--- config.mk ---
export PLATFORM = sky130hd
export DESIGN_NAME = inst_fetch_queue
export DESIGN_NICKNAME = d
export VERILOG_FILES = /design/src/rtl/inst_fetch_queue.sv
export SDC_FILE = /design/constraint.sdc
export NUM_CORES = 1
export LEC_CHECK = 0
export CELL_PAD_IN_SITES_DETAIL_PLACEMENT = 1
export CELL_PAD_IN_SITES_GLOBAL_PLACEMENT = 2
export CORE_ASPECT_RATIO = 1.25
export CORE_MARGIN = 1
export CORE_UTILIZATION = 44
export DETAILED_ROUTE_END_ITERATION = 8
export PLACE_DENSITY = 0.84
export SETUP_SLACK_MARGIN = 0.5
export SLEW_MARGIN = 40
export SYNTH_ARGS = -nofsm -noshare
export SYNTH_HDL_FRONTEND = slang
export SYNTH_SLANG_ARGS = --single-unit
--- constraint.sdc ---
create_clock -name clk -period 17.6 [get_ports clk]
set_clock_uncertainty 0.1 [all_clocks]
set_input_delay 1.76 -clock clk [delete_from_list [all_inputs] [get_ports clk]]
set_output_delay 1.76 -clock clk [all_outputs]
set_load 0.02 [all_outputs]
--- src/rtl/inst_fetch_queue.sv ---
// Instruction fetch queue: buffers dual-issue fetch pairs in a circular queue
// and presents up to two in-order instructions per cycle to decode.
module inst_fetch_queue #(
  parameter int unsigned DEPTH = 8,
  parameter int unsigned PTR_W = $clog2(DEPTH)
) (
  input  logic        clk,
  input  logic        rst,
  input  logic        flush,
  input  logic        fetch_valid,
  input  logic [31:0] fetch_pc,
  input  logic [31:0] fetch_inst1,
  input  logic [31:0] fetch_inst2,
  input  logic        fetch_inst2_avail,
  output logic        hold_pc,
  output logic        inst2_taken,
  output logic        issue_valid0,
  output logic [31:0] issue_pc0,
  output logic [31:0] issue_inst0,
  output logic        issue_valid1,
  output logic [31:0] issue_pc1,
  output logic [31:0] issue_inst1,
  input  logic [1:0]  issue_num
);

  localparam int unsigned CNT_W = PTR_W + 1;
  localparam logic [CNT_W-1:0] DEPTH_CNT = CNT_W'(DEPTH);

  logic [PTR_W-1:0] rd_ptr_q, rd_ptr_d;
  logic [PTR_W-1:0] wr_ptr_q, wr_ptr_d;
  logic [CNT_W-1:0] count_q, count_d;

  logic [31:0] mem_pc_q   [DEPTH];
  logic [31:0] mem_inst_q [DEPTH];

  logic [CNT_W-1:0] free_cnt;
  logic             push_ok;
  logic [1:0]       pushes;
  logic [1:0]       req;
  logic [1:0]       pops;
  logic [PTR_W-1:0] wr_ptr_p1;
  logic [PTR_W-1:0] rd_ptr_p1;

  // Flow control from registered occupancy only; pops never free space same cycle
  always_comb begin
    free_cnt    = DEPTH_CNT - count_q;
    hold_pc     = (count_q == DEPTH_CNT);
    push_ok     = fetch_valid & ~flush & ~hold_pc;
    inst2_taken = push_ok & fetch_inst2_avail & (free_cnt >= CNT_W'(2));
    pushes      = {1'b0, push_ok} + {1'b0, inst2_taken};
    req         = (issue_num == 2'd3) ? 2'd2 : issue_num;
    pops        = (CNT_W'(req) > count_q) ? count_q[1:0] : req;
    wr_ptr_p1   = wr_ptr_q + PTR_W'(1);
    rd_ptr_p1   = rd_ptr_q + PTR_W'(1);
  end

  // Next pointer and occupancy; flush empties the queue and ignores fetch/issue
  always_comb begin
    rd_ptr_d = rd_ptr_q;
    wr_ptr_d = wr_ptr_q;
    count_d  = count_q;
    if (flush) begin
      rd_ptr_d = '0;
      wr_ptr_d = '0;
      count_d  = '0;
    end else begin
      rd_ptr_d = rd_ptr_q + PTR_W'(pops);
      wr_ptr_d = wr_ptr_q + PTR_W'(pushes);
      count_d  = count_q + CNT_W'(pushes) - CNT_W'(pops);
    end
  end

  // Pointer and occupancy registers with synchronous reset
  always_ff @(posedge clk) begin
    if (rst) begin
      rd_ptr_q <= '0;
      wr_ptr_q <= '0;
      count_q  <= '0;
    end else begin
      rd_ptr_q <= rd_ptr_d;
      wr_ptr_q <= wr_ptr_d;
      count_q  <= count_d;
    end
  end

  // Entry storage, not reset; inst2 lands one slot after inst1
  always_ff @(posedge clk) begin
    if (!rst && push_ok) begin
      mem_pc_q[wr_ptr_q]   <= fetch_pc;
      mem_inst_q[wr_ptr_q] <= fetch_inst1;
    end
    if (!rst && inst2_taken) begin
      mem_pc_q[wr_ptr_p1]   <= fetch_pc + 32'd4;
      mem_inst_q[wr_ptr_p1] <= fetch_inst2;
    end
  end

  // Issue window: head and head+1 read straight from storage, no bypass
  always_comb begin
    issue_valid0 = (count_q != '0);
    issue_valid1 = (count_q >= CNT_W'(2));
    issue_pc0    = mem_pc_q[rd_ptr_q];
    issue_inst0  = mem_inst_q[rd_ptr_q];
    issue_pc1    = mem_pc_q[rd_ptr_p1];
    issue_inst1  = mem_inst_q[rd_ptr_p1];
  end

endmodule

After elaboration in Yosys (flattened, before gate mapping)
Memories as Yosys holds them, arrays and structs flattened. A register that Yosys moved wholly into a read port is not among the register bits.
Index checks and enable logic that the tools add are counted.
W data, S select, Z words.
{"block": "classes", "n_mul": 0, "muxes": 8, "n_bitwise": 6, "n_div": 0, "n_eq_ne": 2, "reduce_logical": 5, "addsub": 9, "order_cmp": 3, "shifts": 0}
{"cell": "$add A32 B3 Y32 const B", "count": 1}
{"cell": "$ge A4 B2 Y1 const B", "count": 2}
{"cell": "$add A3 B1 Y3 const B", "count": 2}
{"cell": "$add A3 B2 Y3", "count": 2}
{"cell": "$mux W3", "count": 2}
{"cell": "$add A4 B2 Y4", "count": 1}
{"cell": "$and A1 B1 Y1", "count": 4}
{"cell": "$eq A4 B4 Y1 const B", "count": 1}
{"cell": "$gt A2 B4 Y1", "count": 1}
{"cell": "$mux W1", "count": 4}
{"cell": "$mux W2", "count": 2}
{"cell": "$reduce_bool A4 Y1", "count": 1}
{"cell": "$sub A4 B2 Y4", "count": 1}
{"cell": "$sub A4 B4 Y4 const A", "count": 1}
{"cell": "$add A1 B1 Y2", "count": 1}
{"cell": "$eq A2 B2 Y1 const B", "count": 1}
{"cell": "$logic_and A1 B1 Y1", "count": 2}
{"cell": "$not A1 Y1", "count": 2}
{"cell": "$reduce_or A2 Y1", "count": 1}
{"cell": "$logic_not A1 Y1", "count": 1}
{"block": "totals", "latch_bits": 0, "rom_bits": 0, "mem_bits_rw": 512, "reg_bits": 10, "word_cells": 38, "in_bits": 103, "n_memories": 2, "out_inout_bits": 132}
{"name": "mem_inst_q", "words": 8, "width": 32, "read_ports": 2, "rd_ports_with_merged_regs": 1, "wr": 2, "line": "34", "source": "logic [31:0] mem_inst_q [DEPTH];"}
{"name": "mem_pc_q", "words": 8, "width": 32, "read_ports": 2, "rd_ports_with_merged_regs": 1, "wr": 2, "line": "33", "source": "logic [31:0] mem_pc_q [DEPTH];"}

Depth between registers and ports, before layout
Gate-level depths: netlist of run 1.
{"block": "logic_depth", "ltp_word": 8, "mapped_depth": 16, "ltp_nobuf": 15}

Least setup slack after synthesis of run 1
OpenSTA, ideal clock, no wires.
{"block": "synth_timing", "path_type": "input port to flip-flop", "from": "input port fetch_valid", "to": "memory mem_inst_q[1][0], enable pin", "stages": 4, "required_ns": 16.919, "n_path_buf": 1, "setup_ns": 0.581, "arrival_time_ns": 7.098, "slack_ns": 9.821, "path_cell_list": "nor2b_1 -> nand4b_1 -> clkbuf_1 -> o31ai_1"}
{"element": "from (decl)", "line": "10", "source": "input logic fetch_valid,"}
{"element": "to (decl)", "line": "34"}

Worst setup path after layout of run 1
{"block": "layout_timing", "from": "register rd_ptr_q[0]", "to": "output port issue_pc1[28]"}
{"block": "layout_between", "elab_chain_len": 2}
{"element": "from (decl)", "line": "29", "source": "logic [PTR_W-1:0] rd_ptr_q, rd_ptr_d;"}
{"element": "from (signal assigned)", "line": "80", "source": "rd_ptr_q <= rd_ptr_d;"}
{"element": "$add A3 B1 Y3", "line": "54", "source": "rd_ptr_p1 = rd_ptr_q + PTR_W'(1);"}
{"element": "$mem_v2 Z8 W32"}
{"element": "to (decl)", "line": "21", "source": "output logic [31:0] issue_pc1,"}
No other way between the ends.

==> results of run 1 <==
[how the worst min path moves through the flow]
stage / end / cells past startpoint / start
finish: wr_ptr_q[0] / 2 / wr_ptr_q[0]
global route: wr_ptr_q[0] / 2 / wr_ptr_q[0]
global placement: wr_ptr_q[0] / 2 / wr_ptr_q[0]
CTS: wr_ptr_q[0] / 2 / wr_ptr_q[0]
floorplan: rd_ptr_q[0] / 2 / rd_ptr_q[0]
detailed placement: wr_ptr_q[0] / 2 / wr_ptr_q[0]
[layer usage]
| metal | GRT usage [%] | part of all wire [%] | vias up |
|---|---|---|---|
| met1 | 35.64 | 39 | 11256 |
| li1 | - | - | 9281 |
| met3 | 4.138 | 6.1 | 194 |
| met4 | 8.608 | 2.7 | 16 |
| met5 | 0 | 0.099 | - |
| met2 | 50.80 | 52 | 802 |
[metrics by stage]
step / setup slack (ns) / std cells / instance area [sq um]
final: 11.76 / 3648 / 35800
after global routing: 11.55 / 3648 / 35800
after CTS: 11.27 / 3644 / 35690
after detailed placement: 11.94 / 3545 / 33960
after global placement: 11.36 / 3539 / 33860
after floorplan: 9.821 / 2590 / 30930
[worst max-delay path: cells and delay by family (launching register included)]
kind,cells,cell delay (ns)
flops,1,0.61
buf+inv,3,1.75
mux,2,0.89
[layout make-up]
type | count | share of cell area [%]
Sequential cell | 522 | 43.54
Multi-Input combinational cell | 1789 | 40.16
Timing Repair Buffer | 289 | 8.043
Clock buffer | 73 | 4.152
Tap cell | 935 | 3.268
Clock inverter | 26 | 0.6851
Inverter | 14 | 0.1468
[cell usage after synthesis (all sizes together)]
| cell type | count | area share (%) |
|---|---|---|
| and3 | 8 | 0.16 |
| and4 | 4 | 0.11 |
| nand4 | 15 | 0.30 |
| nand2b | 3 | 0.061 |
| clkbuf | 130 | 1.7 |
| buf | 135 | 2.0 |
| edfxtp | 512 | 50 |
| a211oi | 1 | 0.024 |
| xnor2 | 140 | 4.0 |
| nand3b | 2 | 0.049 |
| nand2 | 940 | 11 |
| mux4 | 256 | 19 |
| or2 | 2 | 0.040 |
| nor2 | 106 | 1.3 |
| nor4 | 2 | 0.061 |
| o211ai | 1 | 0.024 |
| or3 | 9 | 0.20 |
| o21ai | 16 | 0.26 |
| a21o | 1 | 0.024 |
| mux2i | 1 | 0.032 |
| nor3 | 11 | 0.31 |
| and2 | 7 | 0.14 |
| or4 | 3 | 0.073 |
| inv | 14 | 0.17 |
| a21oi | 2 | 0.032 |
| nand4b | 1 | 0.028 |
| nor2b | 2 | 0.040 |
| dfxtp | 10 | 0.65 |
| ha | 18 | 0.73 |
| nor4b | 1 | 0.049 |
| mux2 | 128 | 4.7 |
| xor2 | 93 | 2.6 |
| o31ai | 2 | 0.049 |
| nand3 | 10 | 0.16 |
| fa | 4 | 0.26 |
[registers in the layout (all words and copies together) (netlist names)]
register	flops
wr_ptr_q	3
count_q	4
mem_inst_q	256
rd_ptr_q	3
mem_pc_q	256
[power breakdown]
group / internal (mW) / total [mW] / switching [mW]
registers: 1.40 / 1.42 / 0.0259
logic: 0.501 / 1.05 / 0.547
clock network: 0.661 / 1.16 / 0.494
[logic make-up (layout without fill, tap and decap cells)]
group           count (synthesis)  count (layout)  synth area share (%)
flops                         522             522                 50.35
compound gates                 23              23                0.4126
mux                           385             385                 23.33
xor+xnor                      233             233                 6.598
buf+inv                       279             402                 3.827
fa+ha+maj                      22              22                0.9870
simple gates                 1126            1126                 14.49
==> results.json, run 1 <==
{
  "status": "complete, no violations",
  "finalHoldViolations": 0,
  "wl_um": 100800,
  "synth_cell_type_count": 42,
  "initial_utilization_pct": 44.53,
  "critical_path.max_stage_delay_ns": 0.62,
  "core_area_sq_um": 69460,
  "syn_avg_cell_area_sq_um": 11.94,
  "ios": 235,
  "grt_pass1_wl_um": 148800,
  "timing.critical_path.from": "rd_ptr_q[0]",
  "synth_area_sq_um": 30930,
  "hold_slack_ns": 0.6076,
  "via_per_inst": 5.907,
  "cts_tree": "built",
  "die_y_um": 298.4,
  "ctsResizeCount": 0,
  "worst_path_max_delay_cell": "buf_6",
  "grt_setup_unrepaired": "false",
  "drive_gt1_share_pct": 20.05,
  "worstRegToRegCells": 8,
  "dp_hpwl_um": 62570,
  "timing.setup.critical_path_class": "flip-flop to output pin",
  "gr-usage-all-layers_pct": 28.49,
  "crit_path_end_kind": "output pin",
  "clkSinkCount": 522,
  "postCtsHoldBufs": 0,
  "yosys_warnings": 0,
  "final_cell_mix": "nand2_1, edfxtp_1, mux4_2, clkdlybuf4s50_1, xnor2_1",
  "cp-endpoint": "issue_pc1[28]",
  "worstMarginPinSlew_ns": 0.9116,
  "area_growth_pct": 15.73,
  "ys_ff_latch": 522,
  "final-seq-area_sq_um": 15590,
  "overflow": 0,
  "clkLatencyLatePin_ns": 0.62,
  "yosysSeqAreaShare_pct": 50.35,
  "multi_input_area_sq_um": 14380,
  "post_drt_wl_per_cell_um": 27.62,
  "grt_max_degree": 129,
  "post-route-period-util_pct": 33.17,
  "final-setup-viol-count": 0,
  "p_leak_nw": 12.23,
  "final_util_pct": 51.54,
  "nNetsFinal": 2795,
  "synth_fp_nets": 2715,
  "die-area_sq_um": 71370,
  "max_cap_violations": 0,
  "antenna_found_initial": 8,
  "ant_nets": 0,
  "cp.arrival_ns": 3.98,
  "synthCells": 2590,
  "place.gp.congestion": 0.7784,
  "vias": 21549,
  "maxSlewViolCount": 0,
  "cts_made_buffers": 54,
  "setup_tns_ns": 0,
  "cts_max_level": 2,
  "final_common_cell": "nand2_1",
  "fillers": 7110,
  "cts_root_buf": "clkbuf_16",
  "r2r_start": "count_q[1]",
  "clk_pin_slew_ns": 0.06,
  "ir_drop_mv": 0.06829,
  "clock_path_buffers": 3,
  "grt_pass1_vias": 23356,
  "worstPathMaxFanout": 58,
  "n_antenna_cell": 0,
  "drt-initial-drc-count": 1588,
  "critPathLaunchType": "flip-flop",
  "power_mw": 3.627,
  "die_w_um": 239.1,
  "worstPathCellList": "buf_6 > buf_6 > mux4_2 > mux2_2 > clkdlybuf4s50_1",
  "power_density_nw_per_um2": 101.3,
  "worst_r2r_endpoint": "mem_pc_q[4][2]",
  "slew_headroom_pct": 39.23,
  "io_buffers": 234,
  "critPathRequiredTime_ns": 15.74,
  "cp_common_cell": "buf_6",
  "drc": 0,
  "drtPass1Iterations": 5,
  "rows": 108,
  "postCtsSetupBuffers": 0,
  "timing.fmax_mhz": 171.3,
  "r2r_setup_slack_ns": 13.69,
  "worst_hold_path_type": "flip-flop to flip-flop",
  "period_needed_ns": 5.839
}
(Power assumes the default switching activity.)
==> inputs of run 2 (changes only) <==
--- a/config.mk
+++ b/config.mk
@@ -9,9 +9,9 @@
 export CELL_PAD_IN_SITES_GLOBAL_PLACEMENT = 2
 export CORE_ASPECT_RATIO = 1.25
 export CORE_MARGIN = 1
-export CORE_UTILIZATION = 44
+export CORE_UTILIZATION = 41
 export DETAILED_ROUTE_END_ITERATION = 8
-export PLACE_DENSITY = 0.84
+export PLACE_DENSITY = 0.79
 export SETUP_SLACK_MARGIN = 0.5
 export SLEW_MARGIN = 40
 export SYNTH_ARGS = -nofsm -noshare
==> constraint.sdc (replaced) <==
create_clock -name clk -period 5.7 [get_ports clk]
set_clock_uncertainty 0.1 [all_clocks]
set_input_delay 0.57 -clock clk [delete_from_list [all_inputs] [get_ports clk]]
set_output_delay 0.57 -clock clk [all_outputs]
set_load 0.02 [all_outputs]
==> run 2 against run 1 <==
The flow now finishes with violations (design-rule violations); register-to-register slack worse by 12 ns; flip-flop and latch count stayed put; sequential power rose to 3.1 times the previous value; routed wire length up 3.1%; critical endpoint is now issue_inst1[20]; largest cell class unchanged; largest power group unchanged.
==> results.json, run 2 (synthesis gave the netlist of run 1 again) <==
{
  "status": "finished, violations left",
  "violations": "design-rule violations",
  "seqPwrFrac_pct": 39.3,
  "vias": 21600,
  "via_per_inst": 5.865,
  "drtPass1Iterations": 9,
  "area_growth_pct": 15.95,
  "multi_input_area_sq_um": 14380,
  "drc": 13,
  "die_y_um": 309.1,
  "worstHoldEndpoint": "count_q[0]",
  "core_area_sq_um": 74690,
  "grt_pass1_vias": 23166,
  "final-setup-viol-count": 0,
  "grt_pass1_wl_um": 152700,
  "setup_ws_ns": 1.463,
  "cts_made_buffers": 54,
  "post_drt_wl_per_cell_um": 28.19,
  "drt-initial-drc-count": 1635,
  "final_cell_mix": "nand2_1, edfxtp_1, mux4_2, clkdlybuf4s50_1, xnor2_1",
  "cts_root_buf": "clkbuf_16",
  "postPlaceCellArea_sq_um": 34140,
  "pre_cts_ws_ns": 1.670,
  "worst_hold_path_type": "flip-flop to flip-flop",
  "critPathRequiredTime_ns": 5.03,
  "max_cap_violations": 0,
  "cp.arrival_ns": 3.57,
  "clkLatencyLatePin_ns": 0.62,
  "cts_max_level": 2,
  "swShare_pct": 29.66,
  "crit_path_end_kind": "output pin",
  "largestRegisters": "mem_inst_q: 256 flops, mem_pc_q: 256 flops, count_q: 4 flops",
  "timing.fmax_mhz": 236.0,
  "final_common_cell": "nand2_1",
  "fin_area_sq_um": 35860,
  "drive_gt1_share_pct": 19.94,
  "final-seq-area_sq_um": 15590,
  "power_density_nw_per_um2": 311.8,
  "timing.setup.critical_path_class": "flip-flop to output pin",
  "place.gp.congestion": 0.8069,
  "fillers": 7688,
  "p_int_mw": 7.865,
  "initial_utilization_pct": 41.41,
  "dp.cells": 3581,
  "ir_drop_mv": 0.2014,
  "critical_path.max_stage_delay_ns": 0.70,
  "io_buffers": 234,
  "grt_setup_unrepaired": "false",
  "wl_um": 103800,
  "period_needed_ns": 4.237,
  "layoutNonFillerInstCount": 3683,
  "postCtsSetupBuffers": 0,
  "ctsResizeCount": 0,
  "worstMarginPinSlew_ns": 0.8972,
  "gr-usage-all-layers_pct": 27.46,
  "worst_r2r_endpoint": "count_q[3]",
  "maxSlewViolCount": 0,
  "die_w_um": 247.7,
  "clock_path_buffers": 3,
  "die-area_sq_um": 76550,
  "p_leak_nw": 12.23,
  "ios": 235,
  "worstPathMaxFanout": 44,
  "ant_nets": 0,
  "clkSinkCount": 522,
  "power.share.clock_pct": 32.0,
  "worst_path_max_delay_cell": "dfxtp_4",
  "grt_max_degree": 87,
  "nNetsFinal": 2793,
  "dp_hpwl_um": 62400,
  "finalHoldViolations": 0,
  "hold_slack_ns": 0.5785,
  "p_comb_share_pct": 28.7,
  "power_mw": 11.18,
  "antenna_found_initial": 5,
  "holdPathStages": 2,
  "postCtsHoldBufs": 0,
  "cts_tree": "built",
  "overflow": 0,
  "p_sw_mw": 3.316,
  "post-route-period-util_pct": 74.34,
  "worstPathCellList": "ha_4 > buf_4 > mux4_2 > mux2_2 > clkdlybuf4s50_1",
  "critPathLaunchType": "flip-flop",
  "rows": 112,
  "r2r_start": "count_q[1]",
  "clk_pin_slew_ns": 0.06,
  "r2r_setup_slack_ns": 1.96,
  "min_from": "count_q[0]",
  "slew_headroom_pct": 40.19,
  "worstRegToRegCells": 12
}
==> run 2: cell types whose count changed in the layout (fill, tap and decap cells not counted), sizes merged <==
cell	delta
diode	+1
buf	-2
clkbuf	+2
inv	+2
clkinvlp	-2
==> run 2: per-layer routing <==
metal / track usage [%] / vias to the layer above / share of wire, % / wire, um
met4: 8.589 / 8 / 3.3 / 3437
met2: 49.48 / 783 / 52 / 54370
met3: 3.332 / 204 / 5.9 / 6135
li1: - / 9284 / - / -
met1: 34.10 / 11321 / 38 / 39850
met5: 0 / - / 0.040 / 42
==> run 2: power groups by stage <==
stage / logic (mW) / clock network [mW] / registers, mW
floorplan: 2.08 / 0 / 4.43
global placement: 3.20 / 0 / 4.47
detailed placement: 3.24 / 0 / 4.48
CTS: 3.26 / 3.62 / 4.39
global route: 3.42 / 3.74 / 4.40
finish: 3.21 / 3.57 / 4.39
==> run 2: worst max path at each step <==
| stage | start | end | slack [ns] |
|---|---|---|---|
| after floorplan | count_q[1] | mem_inst_q[7][0] | -0.74 |
| after global placement | fetch_pc[15] | mem_pc_q[3][24] | 1.44 |
| after detailed placement | fetch_pc[3] | mem_pc_q[4][16] | 1.67 |
| after CTS | rd_ptr_q[0] | issue_inst1[20] | 1.46 |
| after global routing | rd_ptr_q[0] | issue_inst1[16] | 1.38 |
| final | rd_ptr_q[0] | issue_inst1[20] | 1.46 |
==> run 2: cell type report <==
class                      count  area share, %
tap                          969          3.381
inverter                      14         0.1465
sequential                   522          43.46
timing repair buffer         287          8.129
clock buffer                  75          4.075
clock inverter                26         0.7117
multi-input combinational   1789          40.09
antenna                        1       0.006978
==> run 2: metrics by stage <==
step	utilization, %	TNS, ns
2_1_floorplan	-	-186.74
3_3_place_gp	45.62	0
3_5_place_dp	45.71	0
4_1_cts	48.01	0
5_1_grt	48.01	0
6_report	48.01	0
==> run 2: worst max-delay path: cells and delay by family (launching register included) <==
kind | cells | cell delay (ns)
buffers and inverters | 2 | 1.20
multiplexers | 2 | 0.74
flip-flops | 1 | 0.70
adder cells (fa/ha/maj) | 1 | 0.25
==> inputs of run 3 (changes only) <==
==> constraint.sdc (replaced) <==
create_clock -name clk -period 4.3 [get_ports clk]
set_clock_uncertainty 0.1 [all_clocks]
set_input_delay 0.43 -clock clk [delete_from_list [all_inputs] [get_ports clk]]
set_output_delay 0.43 -clock clk [all_outputs]
set_load 0.02 [all_outputs]
==> run 3 against run 2 <==
Utilization rose by 1.2 points; global-route usage is 0.97 points higher; critical path type unchanged; the flow still finishes with violations (design-rule violations); cell count up 1.6%; combinational power increased by 41%; total power rose by 35%.
==> results.json, run 3 (synthesis gave the netlist of run 1 again) <==
{
  "drive_gt1_share_pct": 21.56,
  "p_sw_mw": 4.511,
  "power_density_nw_per_um2": 412.3,
  "max_cap_violations": 0,
  "setup_tns_ns": 0,
  "final-seq-area_sq_um": 15590,
  "die-area_sq_um": 76550,
  "worstPathCellList": "buf_16 > mux4_2 > mux2_2 > clkdlybuf4s50_1",
  "critPathRequiredTime_ns": 3.77,
  "io_buffers": 234,
  "die_w_um": 247.7,
  "drc": 9,
  "cts_max_level": 2,
  "core_area_sq_um": 74690,
  "final-setup-viol-count": 0,
  "via_per_inst": 5.820,
  "cts_tree": "built",
  "p_leak_nw": 12.65,
  "postPlaceCellArea_sq_um": 34660,
  "maxSlewViolCount": 0,
  "status": "finished, violations left",
  "grt_setup_unrepaired": "true",
  "vias": 21772,
  "multi_input_area_sq_um": 14370,
  "place.gp.congestion": 0.8011,
  "ant_nets": 0,
  "final_common_cell": "nand2_1",
  "crit_path_end_kind": "output pin",
  "timing.fmax_mhz": 267.1,
  "slew_headroom_pct": 45.34,
  "path_delay_family": "buffers and inverters",
  "area_growth_pct": 18.73,
  "clk_pin_slew_ns": 0.06,
  "worstPathMaxFanout": 105,
  "period_needed_ns": 3.745,
  "post-route-period-util_pct": 87.08,
  "fin_area_sq_um": 36730,
  "worstMarginPinSlew_ns": 0.8174,
  "timing.setup.critical_path_class": "flip-flop to output pin",
  "p_comb_share_pct": 29.8,
  "gr-usage-all-layers_pct": 28.44,
  "swShare_pct": 29.79,
  "initial_utilization_pct": 41.41,
  "cts_made_buffers": 57,
  "worst_path_max_delay_cell": "mux4_2",
  "dp_hpwl_um": 65560,
  "finalHoldViolations": 0,
  "drtPass1Iterations": 7,
  "die_y_um": 309.1,
  "ir_drop_mv": 0.2924,
  "nNetsFinal": 2848,
  "clock_path_buffers": 3,
  "post_drt_wl_per_cell_um": 28.81,
  "cts_root_buf": "clkbuf_16",
  "final_cell_mix": "nand2_1, edfxtp_1, mux4_2, clkdlybuf4s50_1, xnor2_1",
  "violations": "design-rule violations",
  "seqPwrFrac_pct": 38.3,
  "largestRegisters": "mem_inst_q: 256 flops, mem_pc_q: 256 flops, count_q: 4 flops",
  "grt_pass1_vias": 24334,
  "overflow": 0,
  "worst_hold_path_type": "input pin to flip-flop",
  "critPathLaunchType": "flip-flop",
  "hold_slack_ns": 0.4716,
  "rows": 112,
  "p_int_mw": 10.63,
  "cp.arrival_ns": 3.21,
  "grt_pass1_wl_um": 157100,
  "ios": 235,
  "clkLatencyLatePin_ns": 0.62,
  "drt-initial-drc-count": 1639,
  "fillers": 7581,
  "clkSinkCount": 522,
  "power.share.clock_pct": 31.9,
  "cp.buffers_inverters": 2,
  "antenna_found_initial": 8,
  "wl_um": 107800,
  "power_mw": 15.14,
  "grt_max_degree": 106,
  "critical_path.max_stage_delay_ns": 0.60
}
run 3: changes by cell type in the layout (fill, tap and decap cells not counted), moves of 2 or more:
cell and delta:
buf_16 +8, bufbuf_16 +3, bufinv_16 -2, buf_8 +4, buf_12 +8, diode_2 +2
buf_4 +26, clkbuf_16 +5, clkbuf_1 -2, clkinvlp_4 +2, clkbuf_8 +4
run 3: cell type report:
type                    count  area share, %
diodes                      3        0.02044
clock buffers              80          4.313
clock inverters            25         0.5485
inverters                  14         0.1431
multi-input cells        1789          39.13
flip-flops and latches    522          42.44
well taps                 969          3.301
repair buffers            339          10.10
run 3: what timing repair did:
item	4_1_cts	5_1_grt
hold buffers	0	0
pin swaps	1	0
setup buffers	4	0
cloned	3	2
resized for setup	6	2
setup endpoints to repair	85	45
run 3: power groups by stage:
stage                     logic, mW  clock network (mW)  registers [mW]
final                          4.52                4.83            5.80
after global routing           4.78                5.06            5.81
after CTS                      4.54                4.90            5.79
after detailed placement       4.42                   0            5.89
after global placement         4.35                   0            5.88
after floorplan                2.76                   0            5.87
run 3: metal layers:
layer | share of wire (%) | global-route usage, % | wire length, um | vias to the layer above
li1 | - | - | - | 9399
met1 | 36 | 32.33 | 39210 | 11339
met2 | 54 | 52.29 | 57740 | 765
met3 | 5.9 | 4.633 | 6386 | 259
met4 | 4.1 | 11.97 | 4375 | 10
met5 | 0.055 | 0 | 59 | -
run 3: path summary, 6_finish.rpt:
check              startpoint              end  slack, ns  cells after the start
hold reg to reg    count_q[0]       count_q[0]       0.61                      2
hold / removal    fetch_pc[0]   mem_pc_q[0][0]       0.47                      1
setup reg to reg   count_q[1]       count_q[3]       0.96                     12
setup / recovery  rd_ptr_q[0]  issue_inst1[26]       0.56                      4
run 3: per-stage QoR:
step	worst slack, ns	std cells	utilization (%)
2_1_floorplan	-0.4082	2590	-
3_3_place_gp	0.7238	3612	46.12
3_5_place_dp	0.6428	3623	46.40
4_1_cts	0.4220	3735	49.04
5_1_grt	0.4541	3741	49.17
6_report	0.5554	3741	49.17
